<file path="src/rtl/traffic_pkg.sv">
// Shared types and constants for the two-way traffic light sequencer.
// Optional feature macro: PED_REQ_EN (adds the pedestrian walk phase).
package traffic_pkg;

  // Timing states of the sequencer. ST_INIT is untimed.
  typedef enum logic [2:0] {
    ST_INIT   = 3'd0,
    ST_RED_A  = 3'd1,
    ST_NS_G   = 3'd2,
    ST_NS_Y   = 3'd3,
    ST_RED_B  = 3'd4,
    ST_EW_G   = 3'd5,
    ST_EW_Y   = 3'd6
`ifdef PED_REQ_EN
    , ST_PED_WALK = 3'd7
`endif
  } state_t;

  // Sub-phase of every timed state: one LOAD cycle, then RUN until done.
  typedef enum logic {
    SUB_LOAD = 1'b0,
    SUB_RUN  = 1'b1
  } sub_t;

  // One-hot light encodings, {red,yellow,green}.
  localparam logic [2:0] LIGHT_RED = 3'b100;
  localparam logic [2:0] LIGHT_YEL = 3'b010;
  localparam logic [2:0] LIGHT_GRN = 3'b001;

  // Default phase durations, in timer counts.
  localparam int DEF_WIDTH       = 8;
  localparam int DEF_GREEN_TIME  = 10;
  localparam int DEF_YELLOW_TIME = 3;
  localparam int DEF_RED_TIME    = 2;
  localparam int DEF_PED_TIME    = 6;

  // Successor of a timed state in the fixed loop (pedestrian detour is
  // decided by the controller, not here).
  function automatic state_t next_phase(input state_t s);
    state_t n;
    case (s)
      ST_INIT:     n = ST_RED_A;
      ST_RED_A:    n = ST_NS_G;
      ST_NS_G:     n = ST_NS_Y;
      ST_NS_Y:     n = ST_RED_B;
      ST_RED_B:    n = ST_EW_G;
      ST_EW_G:     n = ST_EW_Y;
      ST_EW_Y:     n = ST_RED_A;
`ifdef PED_REQ_EN
      ST_PED_WALK: n = ST_NS_G;
`endif
      default:     n = ST_INIT;
    endcase
    return n;
  endfunction

  // North-south light for a given state; red unless NS owns the road.
  function automatic logic [2:0] ns_light_of(input state_t s);
    logic [2:0] l;
    case (s)
      ST_NS_G: l = LIGHT_GRN;
      ST_NS_Y: l = LIGHT_YEL;
      default: l = LIGHT_RED;
    endcase
    return l;
  endfunction

  // East-west light for a given state; red unless EW owns the road.
  function automatic logic [2:0] ew_light_of(input state_t s);
    logic [2:0] l;
    case (s)
      ST_EW_G: l = LIGHT_GRN;
      ST_EW_Y: l = LIGHT_YEL;
      default: l = LIGHT_RED;
    endcase
    return l;
  endfunction

endpackage

</file>
<file path="src/rtl/tl_phase_rom.sv">
// Combinational state -> phase duration lookup for the traffic sequencer.
// Optional feature macro: PED_REQ_EN (adds the walk-phase duration).
module tl_phase_rom
  import traffic_pkg::*;
#(
  parameter int WIDTH       = DEF_WIDTH,
  parameter int GREEN_TIME  = DEF_GREEN_TIME,
  parameter int YELLOW_TIME = DEF_YELLOW_TIME,
  parameter int RED_TIME    = DEF_RED_TIME
`ifdef PED_REQ_EN
  , parameter int PED_TIME  = DEF_PED_TIME
`endif
) (
  input  state_t             state_i,
  output logic [WIDTH-1:0]   duration_o
);

  // Durations are taken modulo 2**WIDTH; the controller rejects values
  // that would not fit at elaboration.
  localparam logic [WIDTH-1:0] GREEN_W  = WIDTH'(GREEN_TIME);
  localparam logic [WIDTH-1:0] YELLOW_W = WIDTH'(YELLOW_TIME);
  localparam logic [WIDTH-1:0] RED_W    = WIDTH'(RED_TIME);
`ifdef PED_REQ_EN
  localparam logic [WIDTH-1:0] PED_W    = WIDTH'(PED_TIME);
`endif

  // Map each timed state to its duration; the untimed INIT maps to 0.
  always_comb begin
    duration_o = '0;
    case (state_i)
      ST_RED_A, ST_RED_B: duration_o = RED_W;
      ST_NS_G,  ST_EW_G:  duration_o = GREEN_W;
      ST_NS_Y,  ST_EW_Y:  duration_o = YELLOW_W;
`ifdef PED_REQ_EN
      ST_PED_WALK:        duration_o = PED_W;
`endif
      default:            duration_o = '0;
    endcase
  end

endmodule

</file>
<file path="src/rtl/traffic_light_ctrl.sv">
// Two-way (NS/EW) intersection sequencer; master of a countdown timer.
// Optional feature macro: PED_REQ_EN (ped_req/ped_walk ports, walk phase
// inserted after RED_A when a request is pending).
//
// Timer protocol: the controller issues a one-cycle tmr_load with
// tmr_load_value = phase duration, then holds tmr_enable = ctrl_en while
// the phase runs. tmr_done is a level (count == 0); it is only honoured in
// the RUN sub-phase, because on the LOAD cycle the timer still shows the
// done from the phase that just ended. A phase of duration N therefore
// takes N+2 cycles with ctrl_en held high.
module traffic_light_ctrl
  import traffic_pkg::*;
#(
  parameter int WIDTH       = DEF_WIDTH,
  parameter int GREEN_TIME  = DEF_GREEN_TIME,
  parameter int YELLOW_TIME = DEF_YELLOW_TIME,
  parameter int RED_TIME    = DEF_RED_TIME,
  parameter int PED_TIME    = DEF_PED_TIME
) (
  input  logic             clk,
  input  logic             rstn,
  input  logic             ctrl_en,
  input  logic             tmr_done,
  output logic             tmr_load,
  output logic             tmr_enable,
  output logic [WIDTH-1:0] tmr_load_value,
  output logic [2:0]       ns_light,
  output logic [2:0]       ew_light,
`ifdef PED_REQ_EN
  input  logic             ped_req,
  output logic             ped_walk,
`endif
  output state_t           dbg_state
);

  // Reject durations of zero or too wide for the timer.
  if (WIDTH < 1) begin : g_bad_width
    $error("traffic_light_ctrl: WIDTH must be at least 1");
  end
  if (GREEN_TIME < 1 || (GREEN_TIME >> WIDTH) != 0) begin : g_bad_green
    $error("traffic_light_ctrl: GREEN_TIME must be in 1..2**WIDTH-1");
  end
  if (YELLOW_TIME < 1 || (YELLOW_TIME >> WIDTH) != 0) begin : g_bad_yellow
    $error("traffic_light_ctrl: YELLOW_TIME must be in 1..2**WIDTH-1");
  end
  if (RED_TIME < 1 || (RED_TIME >> WIDTH) != 0) begin : g_bad_red
    $error("traffic_light_ctrl: RED_TIME must be in 1..2**WIDTH-1");
  end
  if (PED_TIME < 1 || (PED_TIME >> WIDTH) != 0) begin : g_bad_ped
    $error("traffic_light_ctrl: PED_TIME must be in 1..2**WIDTH-1");
  end

  state_t           state_q, state_d;
  sub_t             sub_q, sub_d;
  logic [WIDTH-1:0] dur_d;
  logic             in_run;
  logic             exit_run;

  logic             tmr_load_q;
  logic [WIDTH-1:0] tmr_load_value_q;
  logic [2:0]       ns_light_q;
  logic [2:0]       ew_light_q;

`ifdef PED_REQ_EN
  logic             pend_q, pend_d;
  logic             ped_walk_q;
`endif

  // Duration of the state being entered, used to register the load value.
  tl_phase_rom #(
    .WIDTH       (WIDTH),
    .GREEN_TIME  (GREEN_TIME),
    .YELLOW_TIME (YELLOW_TIME),
    .RED_TIME    (RED_TIME)
`ifdef PED_REQ_EN
    , .PED_TIME  (PED_TIME)
`endif
  ) u_phase_rom (
    .state_i    (state_d),
    .duration_o (dur_d)
  );

  assign in_run   = (state_q != ST_INIT) && (sub_q == SUB_RUN);
  assign exit_run = in_run && tmr_done && ctrl_en;

  // Next-state: INIT falls through, LOAD always advances to RUN, RUN
  // leaves only on done with the controller enabled.
  always_comb begin
    state_d = state_q;
    sub_d   = sub_q;
`ifdef PED_REQ_EN
    pend_d  = pend_q | ped_req;
`endif
    if (state_q == ST_INIT) begin
      state_d = ST_RED_A;
      sub_d   = SUB_LOAD;
    end else if (sub_q == SUB_LOAD) begin
      sub_d   = SUB_RUN;
    end else if (exit_run) begin
      sub_d   = SUB_LOAD;
      state_d = next_phase(state_q);
`ifdef PED_REQ_EN
      // A pending request detours RED_A through the walk phase; the
      // request is consumed by entering it.
      if (state_q == ST_RED_A && pend_q) begin
        state_d = ST_PED_WALK;
        pend_d  = 1'b0;
      end
`endif
    end
  end

  // State, sub-phase and registered Moore outputs, all derived from the
  // state being entered so they line up with the registered state.
  always_ff @(posedge clk or negedge rstn) begin
    if (!rstn) begin
      state_q          <= ST_INIT;
      sub_q            <= SUB_LOAD;
      tmr_load_q       <= 1'b0;
      tmr_load_value_q <= '0;
      ns_light_q       <= LIGHT_RED;
      ew_light_q       <= LIGHT_RED;
`ifdef PED_REQ_EN
      pend_q           <= 1'b0;
      ped_walk_q       <= 1'b0;
`endif
    end else begin
      state_q          <= state_d;
      sub_q            <= sub_d;
      tmr_load_q       <= (state_d != ST_INIT) && (sub_d == SUB_LOAD);
      tmr_load_value_q <= ((state_d != ST_INIT) && (sub_d == SUB_LOAD)) ? dur_d : '0;
      ns_light_q       <= ns_light_of(state_d);
      ew_light_q       <= ew_light_of(state_d);
`ifdef PED_REQ_EN
      pend_q           <= pend_d;
      ped_walk_q       <= (state_d == ST_PED_WALK);
`endif
    end
  end

  // The count enable follows ctrl_en directly so the timer freezes on the
  // same cycles the state holds.
  assign tmr_enable     = in_run && ctrl_en;
  assign tmr_load       = tmr_load_q;
  assign tmr_load_value = tmr_load_value_q;
  assign ns_light       = ns_light_q;
  assign ew_light       = ew_light_q;
  assign dbg_state      = state_q;
`ifdef PED_REQ_EN
  assign ped_walk       = ped_walk_q;
`endif

endmodule
</file>
<file path="config.mk">
export PLATFORM = sky130hd
export DESIGN_NAME = traffic_light_ctrl
export DESIGN_NICKNAME = d
export VERILOG_FILES = /design/src/rtl/traffic_pkg.sv /design/src/rtl/tl_phase_rom.sv /design/src/rtl/traffic_light_ctrl.sv
export SDC_FILE = /design/constraint.sdc
export NUM_CORES = 1
export LEC_CHECK = 0
export ABC_AREA = 1
export BUFFER_PORTS_ARGS = -buffer_cell sky130_fd_sc_hd__clkbuf_2
export CAP_MARGIN = 20
export CORE_UTILIZATION = 50
export CTS_CLUSTER_SIZE = 30
export DETAILED_ROUTE_END_ITERATION = 7
export PLACE_DENSITY = 0.9
export REMOVE_ABC_BUFFERS = 1
export SYNTH_ARGS = -nofsm -noshare
export SYNTH_HDL_FRONTEND = slang
export SYNTH_SLANG_ARGS = --single-unit
</file>
<file path="constraint.sdc">
create_clock -name clk -period 3.3 [get_ports clk]
set_input_delay 0.495 -clock clk [delete_from_list [all_inputs] [get_ports clk]]
set_output_delay 0.495 -clock clk [all_outputs]
set_load 0.02 [all_outputs]
</file>
Yosys cells after proc, flatten, opt, wreduce, memory -nomap -nowiden
Index checks and enable logic that the tools add are counted.
{"block": "totals", "in_bits": 4, "elab_cells": 41, "output_inout_bits": 19, "register_bits": 19}
{"block": "op_classes", "muxes": 11, "n_bitwise": 1, "eq_ne": 12, "n_reduce_logical": 11}
{"op": "== test 3 bit (second input constant)", "count": 6}
{"op": "case mux 3 bit (6 select lines)", "count": 1}
{"op": "== test 3 x 2 -> 1 bit (second input constant)", "count": 4}
{"op": "case mux 3 bit (2 select lines)", "count": 2}
{"op": "case mux 4 bit (3 select lines)", "count": 1}
{"op": "two-way mux 3 bit", "count": 3}
{"op": "two-way mux 8 bit", "count": 1}
{"op": "== test 3 x 1 -> 1 bit (second input constant)", "count": 2}
{"op": "nonzero test 3 bit", "count": 2}
{"op": "OR reduction 2 bit", "count": 3}
{"op": "logical AND 1 bit", "count": 5}
{"op": "zero test 3 bit", "count": 1}
{"op": "two-way mux 1 bit", "count": 3}
{"op": "NOT 1 bit", "count": 1}

Logic depth before layout (Yosys ltp)
Gate-level depths: netlist of the first run.
{"block": "depth", "word_depth": 11, "ltp_mapped": 9, "mapped_depth_nobuf": 9}

Cells and area by module
Synthesis of the first run repeated with hierarchy kept, for this count alone.
{"block": "hier_totals", "cells_unflattened": 100, "area_unflattened_um2": 903.4}
{"mod": "traffic_light_ctrl", "seq_area_each_um2": 478.0, "cells_each": 81, "n_inst": 1, "area_each_um2": 807.0}
{"mod": "tl_phase_rom", "seq_area_each_um2": 0.0, "cells_each": 19, "n_inst": 1, "area_each_um2": 96.3}

Worst setup path after synthesis of the first run
No wires, ideal clock.
{"block": "synth_path", "path_type": "reg2out", "startpoint": "register state_q[1], in the netlist dbg_state[1]", "endpoint": "output tmr_enable", "setup_slack_ps": 1751, "t_arrival_ps": 1054, "stages_incl_launch_ff": 5, "required_time_ps": 2805, "path_buffers": 0, "path_cell_list": "dfrtp_1 -> inv_1 -> nand2_1 -> nor2_1 -> nor2_1"}
{"block": "synth_via", "elab_chain_len": 3}
{"element": "start, declared", "line_no": "traffic_light_ctrl.sv:53", "source": "state_t state_q, state_d;"}
{"element": "start signal, assigned", "line_no": "traffic_light_ctrl.sv:128", "source": "state_q <= state_d;"}
{"element": "nonzero test 3 bit", "line_no": "traffic_light_ctrl.sv:83", "source": "assign in_run = (state_q != ST_INIT) && (sub_q == SUB_RUN);"}
{"element": "logical AND 1 bit", "line_no": "traffic_light_ctrl.sv:83"}
{"element": "logical AND 1 bit", "line_no": "traffic_light_ctrl.sv:143", "source": "assign tmr_enable = in_run && ctrl_en;"}
{"element": "end, declared", "line_no": "traffic_light_ctrl.sv:25", "source": "output logic tmr_enable,"}
Every way passes these cells.

Final worst setup path of the first run
Ends and elaborated chain as after synthesis.

==> results by group, run 1 <==
Outcome
  • Outcome: finished, final reports clean

Synth
  • Register area share after synthesis: 52.4%
  • Yosys warns: 0
  • Cell variety after synth: 18
  • Avg Cell Area, Syn: 8.74 sq um
  • Cell count after synthesis: 77
  • Synth Register Bits: 14
  • Synthesized cell area: 673 sq um

STA
  • Max-slew violation count: 0
  • Max Clock Skew: 0.0111 ns
  • Hold Vio Cnt, Final: 0
  • Period utilization: 56.4%
  • Max Clk Rate: 538 MHz
  • Final WS setup: 1.44 ns
  • Final min period: 1.86 ns
  • TNS Setup: 0 ns
  • Finish-stage setup viols: 0
  • RSZ-0062 raised after global routing: false

Clock tree
  • Post-CTS Hold Buffers: 0
  • Clock sinks: 14
  • Clock Pin Slew Worst Setup and Hold Paths: 0.09 ns
  • Clock root buffer: clkbuf_4
  • Post-CTS sizing: 0
  • Htree depth: 1
  • CTS Buf Count: 3
  • Maximum clock insertion buffer count: 2
  • Worst-skew pair later-pin latency: 0.29 ns
  • Setup bufs post-CTS: 0
  • CTS tree: done

Critical path
  • Buffers plus inverters on the worst setup path: 2
  • Worst Setup Start Kind: flop
  • Cells along the critical path: inv_1 > nand2_1 > nor2_1 > nor2_1 > clkbuf_2
  • Kind of critical path: flop to primary output
  • CP Capture Type: primary output
  • CP required: 2.80 ns
  • Max Fanout on Critical Path: 3
  • Slowest stage delay, CP: 0.43 ns
  • CP most frequent cell: nor2_1
  • CP delay by family, top: flip-flops
  • CP max stage cell: dfrtp_1
  • Worst Path Arrival: 1.37 ns

Final layout
  • Share of cells above drive strength 1: 29.9%
  • Antenna cell count: 0
  • Area Overhead vs Synth: 15.8%
  • Post-layout nets: 102
  • Fin util: 66.6%
  • Filler Cells Inserted: 101

Route
  • Drt wl/cell: 10.2 microns
  • DRT antenna net count: 0
  • Vias per cell: 4.95
  • DRC: 0
  • Pre-Repair DR Iteration Count: 4
  • WL final: 1130 microns
  • DR iter-0 viols: 15
  • Via Count: 550

Global route
  • Largest net degree at the start of global routing: 15
  • Initial antenna violation count: 0
  • Number of global-route vias before repair: 434
  • Grt total ovfl: 0
  • Total GRT Usage: 19.2%
  • Global-route wire length before repair: 1810 microns

Power and ir drop
  • Max VDD drop: 0.486 mV
  • Total power: 775 uW
  • Cell Pwr Density: 994 nW/um^2
  • Leakage: 0.000467 uW

Place
  • RD Place Congestion: 0.802
  • Hpwl dp: 875 microns
  • IO Port Bufs: 17
  • Dpl ws: 1.75 ns

Floorplan
  • Core Area: 1170 sq um
  • Die ar.: 1500 sq um
  • Initial Utilization: 57.5%
  • Die Wd: 38.7 microns
  • # IOs: 23
  • Placement Rows: 12
  • Die height: 38.7 microns

Job
  • Max-cap viol count: 0

Hold path
  • Worst Hold Class: input port to async pin
==> worst reg2reg max path, stage by stage, from the launching register on <==
cell     delay [ns]
dfrtp_1        0.43
inv_1          0.09
nand2_1        0.09
nor2_1         0.21
inv_1          0.13
nand3_1        0.19
nand2_1        0.07
nand2_1        0.05
nand2_1        0.06
nor2_1         0.08
==> power by group <==
| part | switching, uW | internal (uW) |
|---|---|---|
| clock network | 55.9 | 47.1 |
| logic | 276 | 119 |
| registers | 38.1 | 239 |
| total | 370 | 405 |
==> Yosys cell counts <==
| cell | n | area share, % |
|---|---|---|
| conb_1 | 1 | 0.56 |
| nand3_1 | 5 | 3.7 |
| a31o_2 | 1 | 1.3 |
| nor2_1 | 10 | 5.6 |
| dfstp_2 | 2 | 7.8 |
| o21ai_4 | 1 | 2.4 |
| nand4_4 | 1 | 3.2 |
| o21ai_0 | 1 | 0.74 |
| buf_4 | 5 | 5.6 |
| dfrtp_1 | 12 | 45 |
| nand2_2 | 1 | 0.93 |
| o211ai_1 | 1 | 1.1 |
| nor2_2 | 1 | 0.93 |
| inv_1 | 14 | 7.8 |
| nand4_1 | 2 | 1.9 |
| inv_4 | 1 | 0.93 |
| nand2_1 | 17 | 9.5 |
| nand3_2 | 1 | 1.5 |
==> routing by layer <==
layer | share of wire [%] | up-vias | routed length, microns | GRT usage [%]
li1 | - | 266 | - | -
met1 | 43 | 249 | 488 | 24.0
met2 | 45 | 32 | 510 | 27.5
met3 | 9.7 | 3 | 109 | 8.67
met4 | 1.7 | 0 | 19 | 10.3
met5 | 0 | - | 0 | 0
==> cell usage in the layout, fill, tap and decap left out, drive strengths merged <==
cell type  netlist  layout
inv             15      15
nor2            11      11
dfstp            2       2
conb             1       5
clkbuf           0      21
dfrtp           12      12
o211ai           1       1
nand2           18      18
o21ai            2       2
nand4            3       3
nand3            6       6
a31o             1       1
==> kinds of logic (layout without fill, tap and decap cells) <==
kind of cell / after synthesis / after routing / synth area share [%]
AOI/OAI and AO/OA: 4 / 4 / 5.58
buffers and inverters: 20 / 36 / 14.3
DFF: 14 / 14 / 52.4
other: 1 / 5 / 0.557
and+or+nand+nor: 38 / 38 / 27.1
==> through the flow <==
stage          hold slack, ns  instance area, sq um  instances
2_1_floorplan           0.199                   651         76
3_3_place_gp            0.395                   753        107
3_5_place_dp            0.409                   753        107
4_1_cts                0.0995                   779        111
5_1_grt                 0.104                   779        111
6_report               0.0758                   779        111
==> cell type report <==
type | count | area (sq um) | area share, %
multi-input cells | 47 | 239 | 30.7
inverters | 15 | 58.8 | 7.54
repair buffers | 17 | 85.1 | 10.9
clock buffers | 4 | 26.3 | 3.37
well taps | 14 | 17.5 | 2.25
flip-flops and latches | 14 | 353 | 45.3
==> sequential cells by signal (all words and copies together), names as in the netlist <==
signal,cells
ns_light,3
tmr_load,1
tmr_load_value,3
sub_q,1
dbg_state,3
ew_light,3
==> final timing paths <==
kind / from / endpoint / slack, ns / cells after the start
setup / recovery: dbg_state[1]$_DFF_PN0_ / tmr_enable / 1.44 / 5
hold / removal: rstn / ew_light[1]$_DFF_PN0_ / 0.08 / 1
setup reg to reg: dbg_state[1]$_DFF_PN0_ / tmr_load_value[3]$_DFF_PN0_ / 1.82 / 9
hold reg to reg: dbg_state[2]$_DFF_PN0_ / dbg_state[2]$_DFF_PN0_ / 0.67 / 2
max in group asynchronous: rstn / ns_light[2]$_DFF_PN1_ / 2.92 / 1
min in group clk: tmr_done / dbg_state[2]$_DFF_PN0_ / 0.60 / 3
(Power assumes the default switching activity.)
==> run 2, diff against run 1 <==
--- a/config.mk
+++ b/config.mk
@@ -5,13 +5,13 @@
 export SDC_FILE = /design/constraint.sdc
 export NUM_CORES = 1
 export LEC_CHECK = 0
-export ABC_AREA = 1
+export ABC_AREA = 0
 export BUFFER_PORTS_ARGS = -buffer_cell sky130_fd_sc_hd__clkbuf_2
 export CAP_MARGIN = 20
-export CORE_UTILIZATION = 50
+export CORE_UTILIZATION = 46
 export CTS_CLUSTER_SIZE = 30
 export DETAILED_ROUTE_END_ITERATION = 7
-export PLACE_DENSITY = 0.9
+export PLACE_DENSITY = 0.85
 export REMOVE_ABC_BUFFERS = 1
 export SYNTH_ARGS = -nofsm -noshare
 export SYNTH_HDL_FRONTEND = slang
==> constraint.sdc (replaced) <==
create_clock -name clk -period 1.9 [get_ports clk]
set_input_delay 0.285 -clock clk [delete_from_list [all_inputs] [get_ports clk]]
set_output_delay 0.285 -clock clk [all_outputs]
set_load 0.02 [all_outputs]
==> results by group, run 2 <==
Final layout
  • Design area: 747 sq um (-4.2%)
  • Share of cells above drive strength 1: 33.8% (+3.9 points)
  • Filler Cells Inserted: 123 (+22%)
  • Post-layout nets: 85 (-17%)
  • Most frequent cells in the layout: clkbuf_2 (17), dfrtp_1 (12), nor2_1 (7), nand2_1 (7), conb_1 (5)
  • Most common cell after layout, fill and taps aside: clkbuf_2
  • Antenna cell count: 0 (unchanged)
  • Area Overhead vs Synth: 15.3%
  • Multi-input gate area: 240 sq um (+0.52%)
  • Storage element area: 353 sq um (unchanged)
  • Fin util: 57.4% (-9.2 points)

Critical path
  • Cells along the critical path: nor3_1 > nor2_1 > clkbuf_2
  • Slowest stage delay, CP: 0.56 ns (+0.13 ns)
  • Worst Setup Start Kind: flop
  • CP Capture Type: primary output
  • CP required: 1.62 ns (-1.18 ns)
  • Max Fanout on Critical Path: 16 (+13)
  • Worst Path Arrival: 1.35 ns (-0.02 ns)
  • Kind of critical path: flop to primary output
  • CP max stage cell: dfrtp_1

Global route
  • Number of global-route vias before repair: 330 (-24%)
  • Total GRT Usage: 13.3% (-5.9 points)
  • Grt total ovfl: 0 (unchanged)
  • Initial antenna violation count: 0 (unchanged)
  • Global-route wire length before repair: 1390 microns (-23%)
  • Largest net degree at the start of global routing: 17 (+2)

Clock tree
  • Clock sinks: 14 (unchanged)
  • Setup bufs post-CTS: 0 (unchanged)
  • Clock Pin Slew Worst Setup and Hold Paths: 0.08 ns (about the same)
  • Worst-skew pair later-pin latency: 0.27 ns (-0.02 ns)
  • CTS tree: done
  • CTS Buf Count: 3 (unchanged)
  • Clock root buffer: clkbuf_4
  • Htree depth: 1 (unchanged)
  • Maximum clock insertion buffer count: 2 (unchanged)

Synth
  • Yosys warns: 0 (unchanged)
  • Ys flop type: dfrtp_1
  • Top-count cell post-synth: dfrtp_1
  • Synth top area share: 46.3% (+1.7 points)
  • Adder-Cell Fraction of Synth Area: 0% (unchanged)
  • Register area share after synthesis: 54.4% (+2.0 points)
  • Post-synth top area cell: dfrtp_1
  • Asr flop ratio synth: 100% (unchanged)
  • Synth Register Bits: 14 (unchanged)
  • Simple-Gate Fraction of Synth Area: 19.1% (-8.0 points)
  • Number of synthesized flops with an enable pin: 0 (unchanged)
  • Avg Cell Area, Syn: 10.3 sq um (+18%)
  • Synth top cells by count: dfrtp_1 (12), nand2_1 (7), nor2_1 (7), buf_4 (6)
  • Synth area leaders: dfrtp_1 (46%), dfstp_2 (8.1%), buf_4 (6.9%)
  • Synthesized cell area: 648 sq um (-3.7%)
  • Largest family of logic cells by synthesized area: simple AND/OR/NAND/NOR gates
  • Cell variety after synth: 24 (+6)
  • Post-synthesis mux area share: 2.32% (+2.3 points)
  • Cell count after synthesis: 63 (-18%)
  • Synth Area in XOR/XNOR: 4.05% (+4.1 points)
  • Synth Area in Compound Gates: 8.69% (+3.1 points)

Power and ir drop
  • Comb power frac: 40.8% (-10 points)
  • Total net switching power: 557 uW (+51%)
  • Register share of total power: 43.8% (+8.1 points)
  • Leakage: 0.000375 uW (-20%)
  • Cell Pwr Density: 1760 nW/um^2 (+77%)
  • Max VDD drop: 0.821 mV (+69%)
  • Total power: 1310 uW (+69%)
  • Clk pwr share: 15.4% (+2.1 points)
  • Pint: 756 uW (+87%)
  • Sw Ratio: 42.4% (-5.3 points)

STA
  • Max Clock Skew: 0.000720 ns (-0.0104 ns)
  • Max Clk Rate: 612 MHz
  • Max-slew violation count: 0 (unchanged)
  • Finish-stage setup viols: 0 (unchanged)
  • Final min period: 1.63 ns
  • Hold Vio Cnt, Final: 0 (unchanged)
  • TNS Setup: 0 ns (unchanged)
  • Period utilization: 86.0%
  • RSZ-0062 raised after global routing: false

Outcome
  • Outcome: finished, final reports clean

Route
  • Pre-Repair DR Iteration Count: 4 (unchanged)
  • Vias per cell: 4.94 (-0.37%)
  • DRT antenna net count: 0 (unchanged)
  • DRC: 0 (unchanged)
  • Drt wl/cell: 10.7 microns (+5.3%)
  • DR iter-0 viols: 8 (-7)
  • WL final: 1020 microns (-9.8%)
  • Via Count: 469 (-15%)

Floorplan
  • Die Wd: 39.5 microns (+2.2%)
  • Die height: 39.5 microns (+2.2%)
  • Initial Utilization: 49.8% (-7.7 points)
  • # IOs: 23 (unchanged)
  • Die ar.: 1560 sq um (+4.4%)
  • Placement Rows: 13 (+1)
  • Core Area: 1300 sq um (+11%)

Place
  • Placed cell area: 701 sq um (-7.0%)
  • IO Port Bufs: 17 (unchanged)
  • Hpwl dp: 690 microns (-21%)
  • RD Place Congestion: 0.784 (-2.3%)

Hold path
  • Worst Hold Class: input port to flop

Job
  • Max-cap viol count: 0 (unchanged)
## run 2: area by class of cell
cell class	count	share of cell area [%]
clock buffer	4	4.86
inverter	1	0.503
timing repair buffer	18	12.7
tap	15	2.51
multi-input combinational	43	32.2
sequential	14	47.2
## run 2: stage by stage
stage	hold WS (ns)	instances	setup WS, ns
after global placement	0.191	90	0.597
after CTS	0.315	95	0.265
after floorplan	-0.0106	58	0.533
after detailed placement	0.199	90	0.564
after global routing	0.331	95	0.193
final	0.318	95	0.267
## run 2: cell families (layout without fill, tap and decap cells)
kind of cell / count (synthesis) / after routing
mux: 1 / 1
xor+xnor: 3 / 3
buf+inv: 10 / 23
compound gates: 10 / 10
flops: 14 / 14
other cells: 1 / 5
simple gates: 24 / 24
## run 2: path summary, 6_finish.rpt
path | startpoint | end | slack [ns] | cells after the start
max in group asynchronous | rstn | ew_light[2]$_DFF_PN1_ | 1.17 | 2
min reg2reg | sub_q$_DFF_PN0_ | tmr_load_value[3]$_DFF_PN0_ | 0.63 | 2
min | tmr_done | tmr_load_value[3]$_DFF_PN0_ | 0.32 | 3
max | dbg_state[1]$_DFF_PN0_ | tmr_enable | 0.27 | 3
min in group asynchronous | rstn | dbg_state[1]$_DFF_PN0_ | 0.45 | 2
max reg2reg | dbg_state[0]$_DFF_PN0_ | ns_light[2]$_DFF_PN1_ | 0.54 | 3
## run 2: critical path: cells and delay by family (launching register included)
kind | cells | cell delay (ns)
DFF | 1 | 0.56
and+or+nand+nor | 2 | 0.36
buffers and inverters | 1 | 0.15
## run 2: layer usage
metal  vias up  wire, microns  GRT usage [%]
li1        230              -              -
met1       221            461           19.1
met3         0             48           1.70
met4         0              0           5.17
met2        18            507           20.1
met5         -              0              0
## run 2: power groups by stage
stage          registers (uW)  logic (uW)  clock network [uW]
6_report                  576         536                 202
5_1_grt                   597         588                 218
4_1_cts                   575         540                 206
3_5_place_dp              579         533                   0
3_3_place_gp              569         527                   0
2_1_floorplan             689         252                   0
## run 2: repair_timing
| item | CTS | global route |
|---|---|---|
| hold buffers | 1 | 0 |
| hold endpoints to repair | 12 | 0 |
| resized for setup | 0 | 0 |
